===== src/rtl/icache_ctrl.sv =====
// ---------------------------------------------------------------------------
// icache_ctrl
//
// Direct-mapped instruction-cache controller between the IF stage and a
// synchronous, word-addressed instruction ROM with one-cycle read latency.
// Hits are served combinationally in the request cycle. A miss starts a
// refill that reads the whole line from the ROM and stalls fetch until the
// line is valid. The request is then served in the following IDLE cycle.
//
// Ports
//   clk, rst    : clock; asynchronous active-high reset
//   cpu_req     : fetch request valid
//   cpu_addr    : byte address (bits [1:0] ignored)
//   cpu_stall   : request not served this cycle
//   cpu_data    : instruction, valid when cpu_req && !cpu_stall
//   flush       : single-cycle pulse, invalidates every line
//   rom_addr    : word address presented to the ROM
//   rom_dout    : ROM data for the address presented on the previous cycle
//   access_cnt  : served accesses (wraps at 2^32)
//   miss_cnt    : refills started (wraps at 2^32)
// ---------------------------------------------------------------------------
module icache_ctrl #(
  parameter int LINE_WORDS = 4,
  parameter int LINES      = 16
) (
  input  logic        clk,
  input  logic        rst,
  input  logic        cpu_req,
  input  logic [31:0] cpu_addr,
  output logic        cpu_stall,
  output logic [31:0] cpu_data,
  input  logic        flush,
  output logic [31:0] rom_addr,
  input  logic [31:0] rom_dout,
  output logic [31:0] access_cnt,
  output logic [31:0] miss_cnt
);

  localparam int OFF_W  = $clog2(LINE_WORDS);
  localparam int IDX_W  = $clog2(LINES);
  localparam int LINE_W = 30 - OFF_W;           // word address without offset
  localparam int TAG_W  = LINE_W - IDX_W;
  localparam int CNT_W  = $clog2(LINE_WORDS + 1);

  localparam logic [CNT_W-1:0] CNT_LAST = CNT_W'(LINE_WORDS);
  localparam logic [OFF_W-1:0] OFF_LAST = OFF_W'(LINE_WORDS - 1);

  typedef enum logic {
    IDLE,
    REFILL
  } state_t;

  // Registered state
  state_t                  state_q, state_d;
  logic [CNT_W-1:0]        cnt_q, cnt_d;
  logic [LINE_W-1:0]       line_q, line_d;      // latched miss line (word addr / LINE_WORDS)
  logic                    flush_pend_q, flush_pend_d;
  logic [31:0]             access_q, access_d;
  logic [31:0]             miss_q, miss_d;
  logic [LINES-1:0]        valid_q, valid_d;
  logic [TAG_W-1:0]        tag_q  [LINES];
  logic [31:0]             data_q [LINES][LINE_WORDS];

  // Request address decode
  logic [29:0]             w;
  logic [OFF_W-1:0]        req_off;
  logic [IDX_W-1:0]        req_idx;
  logic [TAG_W-1:0]        req_tag;
  logic                    hit;

  // Refill line decode
  logic [IDX_W-1:0]        fill_idx;
  logic [TAG_W-1:0]        fill_tag;
  logic [OFF_W-1:0]        rom_off;

  // Array write controls
  logic                    wr_en;
  logic [OFF_W-1:0]        wr_off;
  logic                    fill_done;

  // Byte-lane bits of the fetch address carry no information.
  logic                    unused_addr_bits;
  assign unused_addr_bits = ^cpu_addr[1:0];

  assign w        = cpu_addr[31:2];
  assign req_off  = w[OFF_W-1:0];
  assign req_idx  = w[OFF_W +: IDX_W];
  assign req_tag  = w[29 -: TAG_W];
  assign hit      = valid_q[req_idx] && (tag_q[req_idx] == req_tag);

  assign fill_idx = line_q[IDX_W-1:0];
  assign fill_tag = line_q[LINE_W-1 -: TAG_W];

  assign access_cnt = access_q;
  assign miss_cnt   = miss_q;

  // ROM word offset saturates at the last word: the final REFILL cycle only
  // captures data already requested, so the address simply holds.
  assign rom_off = (cnt_q >= CNT_LAST) ? OFF_LAST : cnt_q[OFF_W-1:0];

  // NOTE: every signal written here gets a default first so no path leaves a
  // value unassigned, which would otherwise infer a latch.
  always_comb begin
    state_d      = state_q;
    cnt_d        = cnt_q;
    line_d       = line_q;
    flush_pend_d = flush_pend_q;
    access_d     = access_q;
    miss_d       = miss_q;
    valid_d      = valid_q;
    cpu_stall    = 1'b0;
    cpu_data     = '0;
    rom_addr     = '0;
    wr_en        = 1'b0;
    wr_off       = '0;
    fill_done    = 1'b0;

    unique case (state_q)
      IDLE: begin
        // The request is judged against the pre-flush valid bits.
        if (flush) valid_d = '0;
        if (cpu_req) begin
          if (hit) begin
            cpu_data = data_q[req_idx][req_off];
            access_d = access_q + 32'd1;
          end else begin
            cpu_stall = 1'b1;
            line_d    = w[29:OFF_W];
            miss_d    = miss_q + 32'd1;
            cnt_d     = '0;
            state_d   = REFILL;
          end
        end
      end

      REFILL: begin
        cpu_stall    = 1'b1;
        rom_addr     = {2'b00, line_q, rom_off};
        flush_pend_d = flush_pend_q | flush;
        cnt_d        = cnt_q + CNT_W'(1);
        // ROM data lags the address by one cycle, so count n writes word n-1.
        if (cnt_q != '0) begin
          wr_en  = 1'b1;
          wr_off = OFF_W'(cnt_q - CNT_W'(1));
        end
        if (cnt_q == CNT_LAST) begin
          state_d   = IDLE;
          cnt_d     = '0;
          fill_done = 1'b1;
          // A flush seen at any point during the refill also kills the new line.
          if (flush_pend_q || flush) begin
            valid_d      = '0;
            flush_pend_d = 1'b0;
          end else begin
            valid_d[fill_idx] = 1'b1;
          end
        end
      end

      default: state_d = IDLE;
    endcase
  end

  // NOTE: sequential state uses non-blocking assignments so every flop samples
  // the pre-edge values of the others.
  always_ff @(posedge clk or posedge rst) begin
    if (rst) begin
      state_q      <= IDLE;
      cnt_q        <= '0;
      line_q       <= '0;
      flush_pend_q <= 1'b0;
      access_q     <= '0;
      miss_q       <= '0;
      valid_q      <= '0;
    end else begin
      state_q      <= state_d;
      cnt_q        <= cnt_d;
      line_q       <= line_d;
      flush_pend_q <= flush_pend_d;
      access_q     <= access_d;
      miss_q       <= miss_d;
      valid_q      <= valid_d;
    end
  end

  // NOTE: tag and data arrays are not reset; the valid bits alone decide
  // whether their contents are ever used, so a reset here would only cost area.
  always_ff @(posedge clk) begin
    if (wr_en)     data_q[fill_idx][wr_off] <= rom_dout;
    if (fill_done) tag_q[fill_idx]          <= fill_tag;
  end

endmodule

===== config.mk =====
export PLATFORM = sky130hd
export DESIGN_NAME = icache_ctrl
export DESIGN_NICKNAME = d
export VERILOG_FILES = /design/src/rtl/icache_ctrl.sv
export SDC_FILE = /design/constraint.sdc
export NUM_CORES = 2
export LEC_CHECK = 0
export BUFFER_PORTS_ARGS = -buffer_cell sky130_fd_sc_hd__buf_2
export CORE_MARGIN = 2
export CORE_UTILIZATION = 40
export DETAILED_ROUTE_END_ITERATION = 10
export GPL_TIMING_DRIVEN = 0
export HOLD_SLACK_MARGIN = 0.08
export SLEW_MARGIN = 20
export SYNTH_ARGS = -nofsm -noshare
export SYNTH_HDL_FRONTEND = slang
export SYNTH_SLANG_ARGS = --single-unit

===== constraint.sdc =====
create_clock -name clk -period 5.3 [get_ports clk]
set_input_delay 0.53 -clock clk [delete_from_list [all_inputs] [get_ports clk]]
set_output_delay 0.53 -clock clk [all_outputs]
set_load 0.01 [all_outputs]

==> metrics.sh <==
STATUS='complete, no violations'
POSTLAYOUTCOREUTIL_PCT=47.0
IO_BUFFER_COUNT=187
DETAIL_ROUTE.FIRST_PASS.ITERATIONS=5
YOSYSSEQAREASHARE_PCT=76.7
GLOBALROUTEOVERFLOWTOTAL=0
GRT_PASS1_WL_UM=371000
CTS.SINKS=2545
ASR_FLOP_RATIO_SYNTH_PCT=4.44
TIMING.MAX_CAP.VIOLATIONS=0
POWER.SHARE.SEQUENTIAL_PCT=52.4
DIEWIDTH_UM=501
SYN_INST=4270
NNETSFINAL=4915
GRT_PASS1_VIAS=48000
SYNTH_AREA_LEADER_CELL='sky130_fd_sc_hd__edfxtp_1'
ROUTED-VIA-COUNT=48300
TOP_LEVEL_PORTS=197
LEAKAGEPOWER_uW=0.0371
DETAILED_PLACER_S_ENDING_HPWL_UM=179000
CRITICAL_PATH_DATA_REQUIRED_TIME_NS=4.77
CTS.CLK_SLEW.WORST_PATHS_NS=0.06
NETSWITCHINGPOWER_uW=11600
CRIT_PATH_MAX_DELAY_FAMILY='buffers and inverters'
MET2WIRELENGTH_UM=125000
ROUTED.TOP_LAYER='met5'
CP-END-KIND='output port'
HOLD_CLASS='in2reg'
DP_WORST_SETUP_SLACK_NS=-1.88
CTS-BUFFERS-INSERTED=241
GRT_START_MAX_NET_PINS=80
IR_DROP_V=0.000395
P_CLK_SHARE_PCT=36.6
CELL_INTERNAL_PWR_uW=35000
COUNT_OF_FLIP_FLOPS_WITH_A_BUILT_IN_ENABLE_AFTER_SYNTHESIS=2432
AVGSYNTHCELLAREA_SQ_UM=23.2
PWR_DENSITY_CELL_mW_PER_MM2=402
WORST-PATH-MAX-FANOUT=10
CLK_ROOT_BUF='sky130_fd_sc_hd__clkbuf_16'
M1WIRELENGTH_UM=108000
CORE.ROWCOUNT=182
FIN_CELLS=8276
WORST_PIN_SLEW_NS=1.13
CORE_SQ_MM=0.246
SWSHARE_PCT=24.9
YS.WARNINGS.COUNT=0
DRT_FIRST_ITER_VIOLATIONS=6394
CRITICAL_PATH.MAX_STAGE_DELAY_NS=0.64
GRTUSAGETOTAL_PCT=21.0
TOTAL_DIE_AREA_SQ_MM=0.251
YOSYS.CELL_TYPES.COUNT=72
FMAX_MHz=190
PLACED_CELLS_INCL_TAPS=7792
INITIAL_CORE_UTILIZATION_PCT=40.2
SETUP_VIOL=0
FINAL.SETUP_SKEW_NS=0.0567
CHIPHEIGHT_UM=501
PATH_CELLS='buf_4 -> buf_4 -> buf_4 -> buf_4 -> buf_4 -> clkbuf_4 -> buf_2 -> mux4_2 -> mux4_2 -> mux4_2 -> nor2b_1 -> buf_2'
MAX-SLEW-MARGIN-REL_PCT=24.4
CRITPATHLAUNCHTYPE='input pin'
MAPPEDNETLISTAREA_SQ_MM=0.0989
CRITPATHARRIVALTIME_NS=4.74
RSZ0062_AT_GRT='false'
CLOCK_TREE.HTREE_LEVEL_COUNT=4
WL_PER_CELL_UM=31.9
COMB_POWER_SHARE_PCT=11.1
ANT_NETS=0
VIA_PER_INST=5.83
MET3ROUTEDLENGTH_UM=23600
LAYOUT-DRIVE-GT1-SHARE_PCT=33.6
TIMING_HOLD_VIOLATIONS_FINAL=0
DETAIL_ROUTE.DRC_VIOLATIONS=0
CLOCK_INSERTION_DELAY_WORST_SKEW_NS=0.90
TRITONCTS='yes'
FINAL_PERIOD_UTILIZATION_PCT=99.4
WL_UM=264000
SYNTHTOLAYOUTAREAGROWTH_PCT=17.1
FINAL_MAX_SLEW_VIOL_COUNT=0
GRT_ANTENNA_BEFORE_REPAIR=27
NETLIST.AREA_LEADER.SHARE_PCT=73.9
WORSTSETUPPATHTYPE='in2out'
CRIT_BUF_INV=8
CLOCKBUFFERDEPTH=3
SETUP_WS_NS=0.0300
DOMINANTREGCELLSYNTH='sky130_fd_sc_hd__edfxtp_1'
CPMOSTUSEDCELL='sky130_fd_sc_hd__buf_4'
FILLERINSTANCES=20000
PLACE.GP.CONGESTION=0.865
MAX_STAGE_DELAY_CELL_WORST_PATH='sky130_fd_sc_hd__mux4_2'
SYNTH_SEQ_CELLS=2545
FINAL.MIN_CLOCK_PERIOD_NS=5.27
SYNTHTOPCELLSBYAREA='sky130_fd_sc_hd__edfxtp_1 (74%), sky130_fd_sc_hd__mux4_2 (17%), sky130_fd_sc_hd__dfrtp_1 (2.9%), sky130_fd_sc_hd__mux2i_1 (0.66%), sky130_fd_sc_hd__xor2_1 (0.58%)'
==> power by group through the flow <==
stage	registers [uW]	clock network (uW)	logic (uW)
6_report	24400	17000	5150
2_1_floorplan	24500	0	2510
3_3_place_gp	24800	0	4410
5_1_grt	24500	18100	5390
3_5_place_dp	24800	0	5100
4_1_cts	24400	17300	5140
==> what timing repair did <==
item                       CTS  global route
hold endpoints to repair   144             0
setup buffers                3             0
setup endpoints to repair   33            22
hold buffers                26             0
resized for setup          148            17
pin swaps                    2             0
==> cell type report <==
type,count,area [sq um],area share [%]
diodes,11,27.5,0.0238
plain buffers,223,1340,1.16
clock buffers,302,6280,5.43
clock inverters,143,1470,1.27
inverters,23,92.6,0.0800
multi-input cells,1479,22500,19.5
flip-flops and latches,2545,75900,65.6
well taps,3220,4030,3.48
repair buffers,330,4070,3.52
==> cell families after synthesis <==
group / Yosys count / share of synthesized area [%]
AO/OA/AOI/OAI: 116 / 0.854
XOR/XNOR: 86 / 0.762
adder cells (fa/ha/maj): 4 / 0.0506
buffers and inverters: 247 / 1.14
flip-flops: 2545 / 76.7
multiplexers: 860 / 18.2
other: 1 / 0.00379
AND/OR/NAND/NOR: 411 / 2.21
==> metrics by stage <==
| step | instance area, sq um | setup TNS (ns) | power (uW) | hold slack, ns |
|---|---|---|---|---|
| finish | 116000 | 0 | 46600 | 0.158 |
| detailed placement | 107000 | -72.61 | 29900 | 0.456 |
| global placement | 104000 | -246.19 | 29200 | 0.450 |
| floorplan | 98900 | 0 | 27000 | 0.457 |
| CTS | 116000 | 0 | 46800 | 0.116 |
| global route | 116000 | 0 | 47900 | 0.139 |
==> registers in the layout, indices dropped and copies added (netlist names) <==
name and flops:
tag_q 384, access_cnt 32, data_q 2048, flush_pend_q 1
cnt_q 3, miss_cnt 32, line_q 28, valid_q 16
state_q 1
==> worst paths after layout <==
check | from | to | slack, ns | cells after the start
worst min-delay path | rom_dout[21] | data_q[9][21] | 0.16 | 1
worst max-delay path | cpu_addr[5] | cpu_data[14] | 0.03 | 12
max in group asynchronous | rst | line_q[2] | 4.41 | 4
worst max register to register | tag_q[7][9] | line_q[3] | 1.25 | 10
min in group asynchronous | rst | access_cnt[31] | 0.18 | 3
worst min register to register | miss_cnt[31] | miss_cnt[31] | 0.46 | 1
==> cell usage in the layout (no fill, tap or decap), drive strengths merged, types with 10 or more instances in the layout <==
master / count
a31oi: 14
and2: 28
and3: 16
buf: 408
bufinv: 22
clkbuf: 415
clkinv: 111
dfrtp: 113
diode: 11
dlygate4sd3: 26
edfxtp: 2432
inv: 25
mux2: 53
mux2i: 65
mux4: 742
nand2: 48
nand2b: 16
nand3: 32
nand4: 10
nor2: 131
nor2b: 48
nor3: 27
nor4: 23
o22ai: 25
xnor2: 20
xor2: 66
==> Yosys cell counts (7+ instances only) <==
cell type,instances
sky130_fd_sc_hd__buf_1,27
sky130_fd_sc_hd__nor2_1,130
sky130_fd_sc_hd__dfrtp_1,113
sky130_fd_sc_hd__a31oi_1,14
sky130_fd_sc_hd__nand4_1,9
sky130_fd_sc_hd__buf_2,60
sky130_fd_sc_hd__inv_1,19
sky130_fd_sc_hd__buf_6,12
sky130_fd_sc_hd__a211oi_1,8
sky130_fd_sc_hd__nor3_1,27
sky130_fd_sc_hd__o21a_1,7
sky130_fd_sc_hd__mux2i_1,65
sky130_fd_sc_hd__nand2b_1,16
sky130_fd_sc_hd__and3_1,16
sky130_fd_sc_hd__edfxtp_1,2432
sky130_fd_sc_hd__a21oi_1,9
sky130_fd_sc_hd__nor4_1,20
sky130_fd_sc_hd__nand2_1,48
sky130_fd_sc_hd__nor2b_1,48
sky130_fd_sc_hd__and2_1,28
sky130_fd_sc_hd__o22ai_1,25
sky130_fd_sc_hd__mux2_4,18
sky130_fd_sc_hd__clkbuf_1,115
sky130_fd_sc_hd__a221oi_1,9
sky130_fd_sc_hd__mux2_2,25
sky130_fd_sc_hd__buf_4,10
sky130_fd_sc_hd__mux4_2,742
sky130_fd_sc_hd__xnor2_1,20
sky130_fd_sc_hd__nand3_1,32
sky130_fd_sc_hd__mux2_1,10
sky130_fd_sc_hd__o21ai_0,7
sky130_fd_sc_hd__xor2_1,66
==> per-layer routing <==
metal	global-route usage, %	up-vias
met5	0	-
met1	30.0	26200
met3	3.85	381
li1	-	19400
met4	5.64	2
met2	33.3	2367
==> worst register-to-register path: stages, from the launching register on <==
cell and delay [ns]:
sky130_fd_sc_hd__edfxtp_1 0.35, sky130_fd_sc_hd__mux4_2 0.48, sky130_fd_sc_hd__o22ai_1 0.16, sky130_fd_sc_hd__o22ai_1 0.12, sky130_fd_sc_hd__xnor2_1 0.49, sky130_fd_sc_hd__nand2_1 0.18
sky130_fd_sc_hd__or4_1 0.58, sky130_fd_sc_hd__nor4_4 0.77, sky130_fd_sc_hd__nor2_2 0.21, sky130_fd_sc_hd__buf_6 0.23, sky130_fd_sc_hd__mux2_1 0.35
No activity file was read; power rests on OpenSTA's default activity.
